### src/rtl/mdu_seq_ctrl_pkg.sv
// Shared encodings for the MDU sequencer: op codes, FSM states, flag-bus width
// and the helper that derives {EQ,GT,LT,OV} from a final 32-bit result.
package mdu_seq_ctrl_pkg;

  localparam int MDU_D_WIDTH = 4;

  typedef enum logic [2:0] {
    OP_MULLW  = 3'd0,
    OP_MULHW  = 3'd1,
    OP_MULHWU = 3'd2,
    OP_DIVW   = 3'd3,
    OP_DIVWU  = 3'd4
  } mdu_op_e;

  typedef enum logic [2:0] {
    S_IDLE,
    S_MUL,
    S_DIV,
    S_FAST,
    S_DONE
  } mdu_state_e;

  // d[3]=EQ, d[2]=GT, d[1]=LT, d[0]=OV; compare is signed against zero.
  function automatic logic [MDU_D_WIDTH-1:0] mdu_flags(input logic [31:0] res,
                                                       input logic        ov);
    logic eq;
    logic lt;
    eq = (res == 32'd0);
    lt = res[31];
    return {eq, ~eq & ~lt, lt, ov};
  endfunction

endpackage

### src/rtl/mdu_div_core.sv
// Restoring radix-2 divide datapath: load takes magnitudes and records the
// quotient sign, step runs one shift-subtract, fix applies the sign on the last step.
module mdu_div_core
  import mdu_seq_ctrl_pkg::*;
(
  input  logic        clk,
  input  logic        rst_n,
  input  logic        load,
  input  logic        step,
  input  logic        fix,
  input  logic        is_signed,
  input  logic [31:0] a,
  input  logic [31:0] b,
  output logic [31:0] quotient
);

  logic [31:0] rem_q;
  logic [31:0] quo_q;
  logic [31:0] div_q;
  logic        neg_q;

  logic [32:0] rem_sh;
  logic        ge;
  logic [31:0] rem_nxt;
  logic [31:0] quo_nxt;

  always_comb begin
    rem_sh  = {rem_q, quo_q[31]};
    ge      = (rem_sh >= {1'b0, div_q});
    // The true difference is below the divisor, so 32-bit wraparound is exact.
    rem_nxt = ge ? (rem_sh[31:0] - div_q) : rem_sh[31:0];
    quo_nxt = {quo_q[30:0], ge};
    quotient = (fix && neg_q) ? (32'd0 - quo_nxt) : quo_nxt;
  end

  // NOTE: sequential state uses non-blocking assignments so every register
  // samples pre-edge values regardless of statement order.
  always_ff @(posedge clk or negedge rst_n) begin
    if (!rst_n) begin
      rem_q <= '0;
      quo_q <= '0;
      div_q <= '0;
      neg_q <= 1'b0;
    end else if (load) begin
      rem_q <= '0;
      quo_q <= (is_signed && a[31]) ? (32'd0 - a) : a;
      div_q <= (is_signed && b[31]) ? (32'd0 - b) : b;
      neg_q <= is_signed && (a[31] ^ b[31]);
    end else if (step) begin
      rem_q <= rem_nxt;
      quo_q <= quo_nxt;
    end
  end

endmodule

### src/rtl/mdu_seq_ctrl.sv
// MDU sequencer: accepts one mul/div op at a time, runs a pipelined multiply
// or the iterative divide core, and returns result plus {EQ,GT,LT,OV}.
module mdu_seq_ctrl
  import mdu_seq_ctrl_pkg::*;
#(
  parameter int MUL_LAT  = 3,
  parameter int DIV_ITER = 32
) (
  input  logic                   clk,
  input  logic                   rst_n,
  input  logic                   req_valid,
  output logic                   req_ready,
  input  logic [2:0]             op,
  input  logic [31:0]            a,
  input  logic [31:0]            b,
  input  logic                   oe,
  input  logic                   flush,
  output logic                   busy,
  output logic                   resp_valid,
  output logic [31:0]            result,
  output logic [MDU_D_WIDTH-1:0] d
);

  mdu_state_e state_q, state_d;
  logic [5:0] cnt_q, cnt_d;
  logic [2:0] op_q;
  logic [31:0] a_q, b_q;
  logic oe_q, fast_ov_q;

  logic [31:0] stage_res_q, held_res_q, stage_res_d;
  logic [MDU_D_WIDTH-1:0] stage_d_q, held_d_q;
  logic stage_ov_d, stage_we;
  logic div_load, div_step, div_fix;
  logic [31:0] div_quo;

  logic accept, is_mul, div0, div_ovf, fast;
  logic [63:0] ext_a, ext_b, prod, mul_tap;
  logic [63:0] mul_pipe [MUL_LAT-1];

  assign req_ready  = (state_q == S_IDLE);
  assign busy       = ~req_ready;
  assign accept     = req_valid & req_ready & ~flush;
  assign resp_valid = (state_q == S_DONE) & ~flush;
  assign result     = resp_valid ? stage_res_q : held_res_q;
  assign d          = resp_valid ? stage_d_q : held_d_q;

  always_comb begin
    is_mul  = (op == OP_MULLW) || (op == OP_MULHW) || (op == OP_MULHWU);
    div0    = ((op == OP_DIVW) || (op == OP_DIVWU)) && (b == 32'd0);
    div_ovf = (op == OP_DIVW) && (a == 32'h8000_0000) && (b == 32'hFFFF_FFFF);
    fast    = div0 || div_ovf || (op > OP_DIVWU);
    ext_a   = (op == OP_MULHWU) ? {32'd0, a} : {{32{a[31]}}, a};
    ext_b   = (op == OP_MULHWU) ? {32'd0, b} : {{32{b[31]}}, b};
    prod    = ext_a * ext_b;
    mul_tap = mul_pipe[MUL_LAT-2];
  end

  // NOTE: pure data pipe with no reset; its contents are only consumed a fixed
  // number of cycles after a write, so reset would cost flops for nothing.
  always_ff @(posedge clk) begin
    mul_pipe[0] <= prod;
    for (int i = 1; i < MUL_LAT - 1; i++) mul_pipe[i] <= mul_pipe[i-1];
  end

  mdu_div_core u_div_core (
    .clk       (clk),
    .rst_n     (rst_n),
    .load      (div_load),
    .step      (div_step),
    .fix       (div_fix),
    .is_signed (op_q == OP_DIVW),
    .a         (a_q),
    .b         (b_q),
    .quotient  (div_quo)
  );

  // NOTE: every signal written here gets a default first, so no path can
  // leave one unassigned and infer a latch.
  always_comb begin
    state_d     = state_q;
    cnt_d       = cnt_q;
    div_load    = 1'b0;
    div_step    = 1'b0;
    div_fix     = 1'b0;
    stage_we    = 1'b0;
    stage_res_d = '0;
    stage_ov_d  = 1'b0;
    unique case (state_q)
      S_IDLE: if (accept) begin
        if (fast) state_d = S_FAST;
        else if (is_mul) begin
          state_d = S_MUL;
          cnt_d   = 6'(MUL_LAT - 2);
        end else begin
          state_d = S_DIV;
          cnt_d   = 6'(DIV_ITER);
        end
      end
      S_MUL: if (cnt_q == 6'd0) begin
        state_d     = S_DONE;
        stage_we    = 1'b1;
        stage_res_d = (op_q == OP_MULLW) ? mul_tap[31:0] : mul_tap[63:32];
        stage_ov_d  = (op_q == OP_MULLW) && oe_q &&
                      !((&mul_tap[63:31]) || !(|mul_tap[63:31]));
      end else cnt_d = cnt_q - 6'd1;
      S_DIV: if (cnt_q == 6'(DIV_ITER)) begin
        div_load = 1'b1;
        cnt_d    = cnt_q - 6'd1;
      end else begin
        div_step = 1'b1;
        if (cnt_q == 6'd0) begin
          div_fix     = 1'b1;
          state_d     = S_DONE;
          stage_we    = 1'b1;
          stage_res_d = div_quo;
        end else cnt_d = cnt_q - 6'd1;
      end
      S_FAST: begin
        state_d    = S_DONE;
        stage_we   = 1'b1;
        stage_ov_d = fast_ov_q;
      end
      S_DONE:  state_d = S_IDLE;
      default: state_d = S_IDLE;
    endcase
    if (flush && (state_q != S_IDLE)) begin
      state_d  = S_IDLE;
      stage_we = 1'b0;
    end
  end

  always_ff @(posedge clk or negedge rst_n) begin
    if (!rst_n) begin
      state_q     <= S_IDLE;
      cnt_q       <= '0;
      op_q        <= '0;
      a_q         <= '0;
      b_q         <= '0;
      oe_q        <= 1'b0;
      fast_ov_q   <= 1'b0;
      stage_res_q <= '0;
      stage_d_q   <= '0;
      held_res_q  <= '0;
      held_d_q    <= '0;
    end else begin
      state_q <= state_d;
      cnt_q   <= cnt_d;
      if (accept) begin
        op_q      <= op;
        a_q       <= a;
        b_q       <= b;
        oe_q      <= oe;
        fast_ov_q <= oe && (div0 || div_ovf);
      end
      if (stage_we) begin
        stage_res_q <= stage_res_d;
        stage_d_q   <= mdu_flags(stage_res_d, stage_ov_d);
      end
      // A flushed DONE never commits, so the visible result stays as it was.
      if (resp_valid) begin
        held_res_q <= stage_res_q;
        held_d_q   <= stage_d_q;
      end
    end
  end

endmodule

### config.mk
export PLATFORM = sky130hd
export DESIGN_NAME = mdu_seq_ctrl
export DESIGN_NICKNAME = d
export VERILOG_FILES = /design/src/rtl/mdu_seq_ctrl_pkg.sv /design/src/rtl/mdu_div_core.sv /design/src/rtl/mdu_seq_ctrl.sv
export SDC_FILE = /design/constraint.sdc
export NUM_CORES = 2
export LEC_CHECK = 0
export ABC_AREA = 1
export CAP_MARGIN = 0
export CORE_ASPECT_RATIO = 2
export CORE_MARGIN = 1
export CORE_UTILIZATION = 38
export CTS_BUF_LIST = sky130_fd_sc_hd__clkbuf_16
export CTS_CLUSTER_DIAMETER = 40
export DETAILED_ROUTE_END_ITERATION = 8
export SYNTH_ARGS = -nofsm -noshare
export SYNTH_HDL_FRONTEND = slang
export SYNTH_SLANG_ARGS = --single-unit
### constraint.sdc
create_clock -name clk -period 6.3 [get_ports clk]
set_input_delay 0.945 -clock clk [delete_from_list [all_inputs] [get_ports clk]]
set_output_delay 0.945 -clock clk [all_outputs]
set_load 0.02 [all_outputs]
**After elaboration in Yosys (flattened, before gate mapping)**

Memories as Yosys holds them, arrays and structs flattened.
Cells that the tools add are included.
W data, S select, Z words.

- Add/sub/neg operators: 5
- Multipliers: 1
- Divide/modulo/power cells: 0
- Order comparisons: 2
- Eq/ne operators: 16
- Shift operators: 0
- Muxes and demuxes: 41
- Bitwise operators: 9
- Reduce and logical (&&, ||, !) cells: 32

Operators with widths:

| kind | number |
|---|---|
| $mux W32 | 13 |
| $mux W64 | 2 |
| $sub A1 B32 Y32 const A | 3 |
| $eq A32 B32 Y1 const B | 2 |
| $logic_not A32 Y1 | 2 |
| $mul A64 B64 Y64 | 1 |
| $pmux W32 S2 | 1 |
| $ge A33 B32 Y1 | 1 |
| $reduce_and A33 Y1 | 1 |
| $reduce_or A33 Y1 | 1 |
| $sub A32 B32 Y32 | 1 |
| $mux W6 | 5 |
| $pmux W6 S3 | 1 |
| $eq A3 B2 Y1 const B | 5 |
| $mux W3 | 4 |
| $pmux W3 S4 | 1 |
| $logic_and A1 B1 Y1 | 11 |
| $logic_not A3 Y1 | 3 |
| $mux W1 | 9 |
| $eq A3 B1 Y1 const B | 2 |
| $eq A3 B3 Y1 const B | 2 |
| $eq A6 B6 Y1 const B | 1 |
| $logic_not A6 Y1 | 1 |
| $logic_or A1 B1 Y1 | 6 |
| 18 further kinds | 27 |

- Register bits after elaboration: 247
- Bits in latches: 0
- Memory bits (writable): 128
- Bits in read-only memories: 0
- Input bits: 72
- Output and inout bits: 39
- Logic and storage cells: 122
- Memories kept: 1

Memory list:

| memory | words | width | rd ports | clocked after Yosys merged registers in | wr ports | RTL line | source |
|---|---|---|---|---|---|---|---|
| mul_pipe | 2 | 64 | 2 | 0 | 2 | mdu_seq_ctrl.sv:38 | `logic [63:0] mul_pipe [MUL_LAT-1];` |

**Longest topological paths before layout**

- Depth in word-level cells: 12
- Gate-level depth with buffers: 43
- Gate-level depth less buffers: 41

**Cells and area by module**

A second synthesis with hierarchy kept.

- Cells, all modules: 8535
- Area, all modules: 68122.8 um^2

By module, submodules not included:

| module | instances | cells an instance | area each (um^2) | seq. area each (um^2) |
|---|---|---|---|---|
| mdu_seq_ctrl | 1 | 7135 | 59299.4 | 6291.0 |
| mdu_div_core | 1 | 1400 | 8823.5 | 2427.3 |

**Least setup slack after synthesis**

No wires, ideal clock.

- Path type: input port to flip-flop
- From: input op[0]
- To: memory mul_pipe[0][61]
- Library setup time: 125 ps
- Arrival time: 9375 ps
- Slack: -3200 ps
- Stages: 32
- Buffers on the path: 3
- Path through: inv_1 -> nand3_1 -> clkbuf_1 -> buf_1 -> clkbuf_1 -> nand2_1 -> fa_1 -> inv_1 -> fa_1 -> fa_1 -> inv_1 -> fa_1 -> inv_1 -> fa_1 -> fa_1 -> fa_1 -> fa_1 -> fa_1 -> inv_1 -> fa_1 -> inv_1 -> ha_1 -> nand2_1 -> nor2_1 -> inv_1 -> nor4_1 -> nand3_1 -> nand3_1 -> nand3_1 -> nand2_1 -> a31oi_1 -> xor2_1

RTL lines:

| what | RTL line | source |
|---|---|---|
| start, declared | mdu_seq_ctrl.sv:13 | `input logic [2:0] op,` |
| end, declared | mdu_seq_ctrl.sv:38 |  |

==> results.cfg <==
[status]
status = complete, but fails checks
violations = negative setup slack

[routing]
drt_iter0_markers = 3511
via_per_inst = 5.047
antenna_left = 0
wl_met3_um = 15420
drc_errors = 0
m1WireLength_um = 77310
avgRoutedWirePerCell_um = 24.39
drtPass1Iterations = 6
highest_layer = met5
drt_wl_total_um = 274200
wl_met2_um = 139600
vias = 56750

[cells_and_area]
nets = 10760
area_growth_pct = 28.78
register_area_mm2 = 0.008718
fillCellCount = 16320
multi_input_area_mm2 = 0.05100
drive_above_1_share_pct = 23.78
final_area_mm2 = 0.08522
finalNonFillerCells = 11240

[floorplanning]
die_x_um = 297.1
die_y_um = 592.2
core_region_area_mm2 = 0.1730
num_rows = 216
ios = 111
initial_core_util_pct = 38.26
die_area_mm2 = 0.1759

[cts]
h-tree-depth = 2
clk_pin_slew_ns = 0.07
cts_tree = done
clockBufferDepth = 3
cts_inserted_buffers = 38
insertion_delay_ns = 0.59
cts.sinks = 374
ctsRootBufferMaster = clkbuf_16

[setup_path]
cpMostUsedCell = inv_2
cp_top_family = adder cells
crit_path_top_delay_cell = fa_2
path_max_fanout = 7
r2r-end = stage_d_q[2]$_DFFE_PN0P_
r2r-start = u_div_core.rem_q[22]$_DFFE_PN0P_
rrSetupSlack_ns = 1.01
crit_arrival_ns = 9.11
critPathKind = input pin to flop
crit_buf_inv = 18
r2r_cells = 26
cp.required_ns = 6.80
critical_path.endpoint_type = flop
slowest_delay_ns = 0.56
crit_path_start_kind = input pin

[sta]
fin_skew_ns = 0.03990
post-route-period-util_pct = 136.8
grt_setup_unrepaired = yes
hold_violations = 0
finalSetupViolations = 54
fmax_mhz = 116.0
relSlewSlack_pct = 23.69
slew_viol_final = 0
fin_setup_tns_ns = -89.73
worst_slew_pin_slew_ns = 1.145
fin_crit_ns = 8.618
setup_slack_ns = -2.318

[worst_hold_path]
min_to = mul_pipe[0][67]$_DFF_P_
min-delay-start = mul_pipe[0][3]$_DFF_P_
hold_depth = 0
min_path_type = flop to flop

[place]
placed_area_mm2 = 0.07776
gp_congestion = 1.006
place_hpwl_um = 221500
port_buffers = 110
place_ws_ns = -3.558
dp.cells = 10930

[synth]
syn_inst = 7991
ys_ff_latch = 374
synth.distinct_cells = 56
yosys_warnings = 0
synth_largest_area_cell = fa_1
synth_edf_count = 0
async_reset_ff_share_pct = 65.78
synth_top_area_share_pct = 42.90
syn_area_mm2 = 0.06618
avgSynthCellArea_um2 = 8.281
synth_common_cells = inv_1, nand2_1, fa_1
post-synth-top-count-cell = inv_1
yosysSeqAreaShare_pct = 13.17
synth_area_leaders = fa_1, inv_1, nand2_1
synth_ff_type = dfrtp_1
syn_nets = 9832

[global_route]
antenna_found_initial = 8
grt_usage_pct = 31.82
grt_pass1_vias = 64010
grt_pass1_wl_um = 400500
grt-ovfl-total = 0
grt_start_max_net_pins = 161

[job]
cap_violations = 0
## metrics by stage
step                      util (%)  hold WS, ns
after floorplan                  -       0.3096
after global placement       44.96       0.3105
after detailed placement     44.96       0.3121
after CTS                    48.23       0.3114
after global routing         49.26       0.3284
final                        49.27       0.3092
## cell families (layout without fill, tap and decap cells)
kind of cell / after synthesis / count (layout) / synth area share, %
adders and majority gates: 1769 / 1769 / 49.53
DFF: 374 / 374 / 13.17
xor gates and xnor gates: 174 / 174 / 2.303
buffers and inverters: 2646 / 3603 / 15.06
other: 0 / 6 / 0
muxes: 22 / 22 / 0.3744
AOI/OAI and AO/OA: 620 / 620 / 5.156
and+or+nand+nor: 2386 / 2386 / 14.40
## placed cells by master, fill, tap and decap left out, types with 30 or more instances in the layout
cell,netlist,final
ha_1,351,278
buf_4,4,805
nand3_1,125,111
a21oi_2,4,36
clkbuf_16,0,40
fa_2,0,190
a21oi_1,186,125
inv_2,6,201
xnor2_1,59,46
xor2_1,115,103
nor3_1,44,37
o21ai_0,280,247
nor2_1,250,193
buf_12,0,149
buf_8,0,33
buf_6,1,135
ha_4,0,68
nor2_4,3,30
nand2_1,1855,1730
o22ai_1,31,31
fa_1,1418,1228
dfrtp_1,246,246
nand2_2,5,85
nand2_4,0,43
dfxtp_1,128,128
nor2_2,5,35
inv_1,2296,2087
clkdlybuf4s50_1,0,49
nand4_1,42,42
## worst reg2reg max path, stage by stage, from the launching register on
cell and delay (ns):
dfrtp_1 0.41, ha_1 0.37, nand2_1 0.18, inv_1 0.07, a21oi_1 0.26, nand2_1 0.09
a21oi_1 0.18, nand4_1 0.21, inv_2 0.55, ha_1 0.34, nand3_2 0.17, nor2_4 0.21
nand2_2 0.11, nor2_1 0.26, nand3_1 0.18, nand2_1 0.13, nand3_1 0.07, a21boi_1 0.33
nand3_1 0.20, nor2_1 0.12, nand3_1 0.07, nor2_1 0.15, nand3_1 0.10, nor2_2 0.17
nand2_1 0.08, nand2_1 0.14, nand2_1 0.07
## what timing repair did
action | in CTS | in global routing
buffers inserted | 154 | 82
pin swaps | 352 | 349
cloned | 24 | 1
hold buffers | 0 | 0
setup endpoints to repair | 55 | 54
resized for setup | 858 | 374
## worst max-delay path by stage
stage               startpoint                      end  slack [ns]  cells past startpoint
floorplan                op[2]  mul_pipe[0][60]$_DFF_P_       -2.26                     35
global placement         op[2]  mul_pipe[0][60]$_DFF_P_       -3.59                     35
finish                   op[2]  mul_pipe[0][51]$_DFF_P_       -2.32                     40
CTS                      op[2]  mul_pipe[0][51]$_DFF_P_       -2.25                     35
detailed placement       op[2]  mul_pipe[0][63]$_DFF_P_       -3.56                     30
global route             op[2]  mul_pipe[0][59]$_DFF_P_       -2.60                     41
## registers in the layout, summed over array words and instances (netlist names), 6 cells and up
name              count
u_div_core.rem_q     32
mul_pipe            128
u_div_core.div_q     32
b_q                  32
u_div_core.quo_q     32
stage_res_q          31
a_q                  32
cnt_q                 6
held_res_q           32
## per-layer routing
metal / up-vias / global-route usage, %
met2: 2239 / 57.78
li1: 24820 / -
met4: 6 / 37.64
met3: 1222 / 5.391
met5: - / 0
met1: 28470 / 27.33
## cell type report
type                    count  share of cell area [%]
clock buffers              39                   1.145
well taps                2289                   3.361
multi-input cells        4971                   59.85
flip-flops and latches    374                   10.23
inverters                2304                   10.25
diodes                      6                 0.01762
clock inverters            31                  0.4375
repair buffers           1229                   14.71
Power is left out: the tool's default activity adds up to more than one toggle a clock period on the data nets, which glitch-free logic cannot reach.
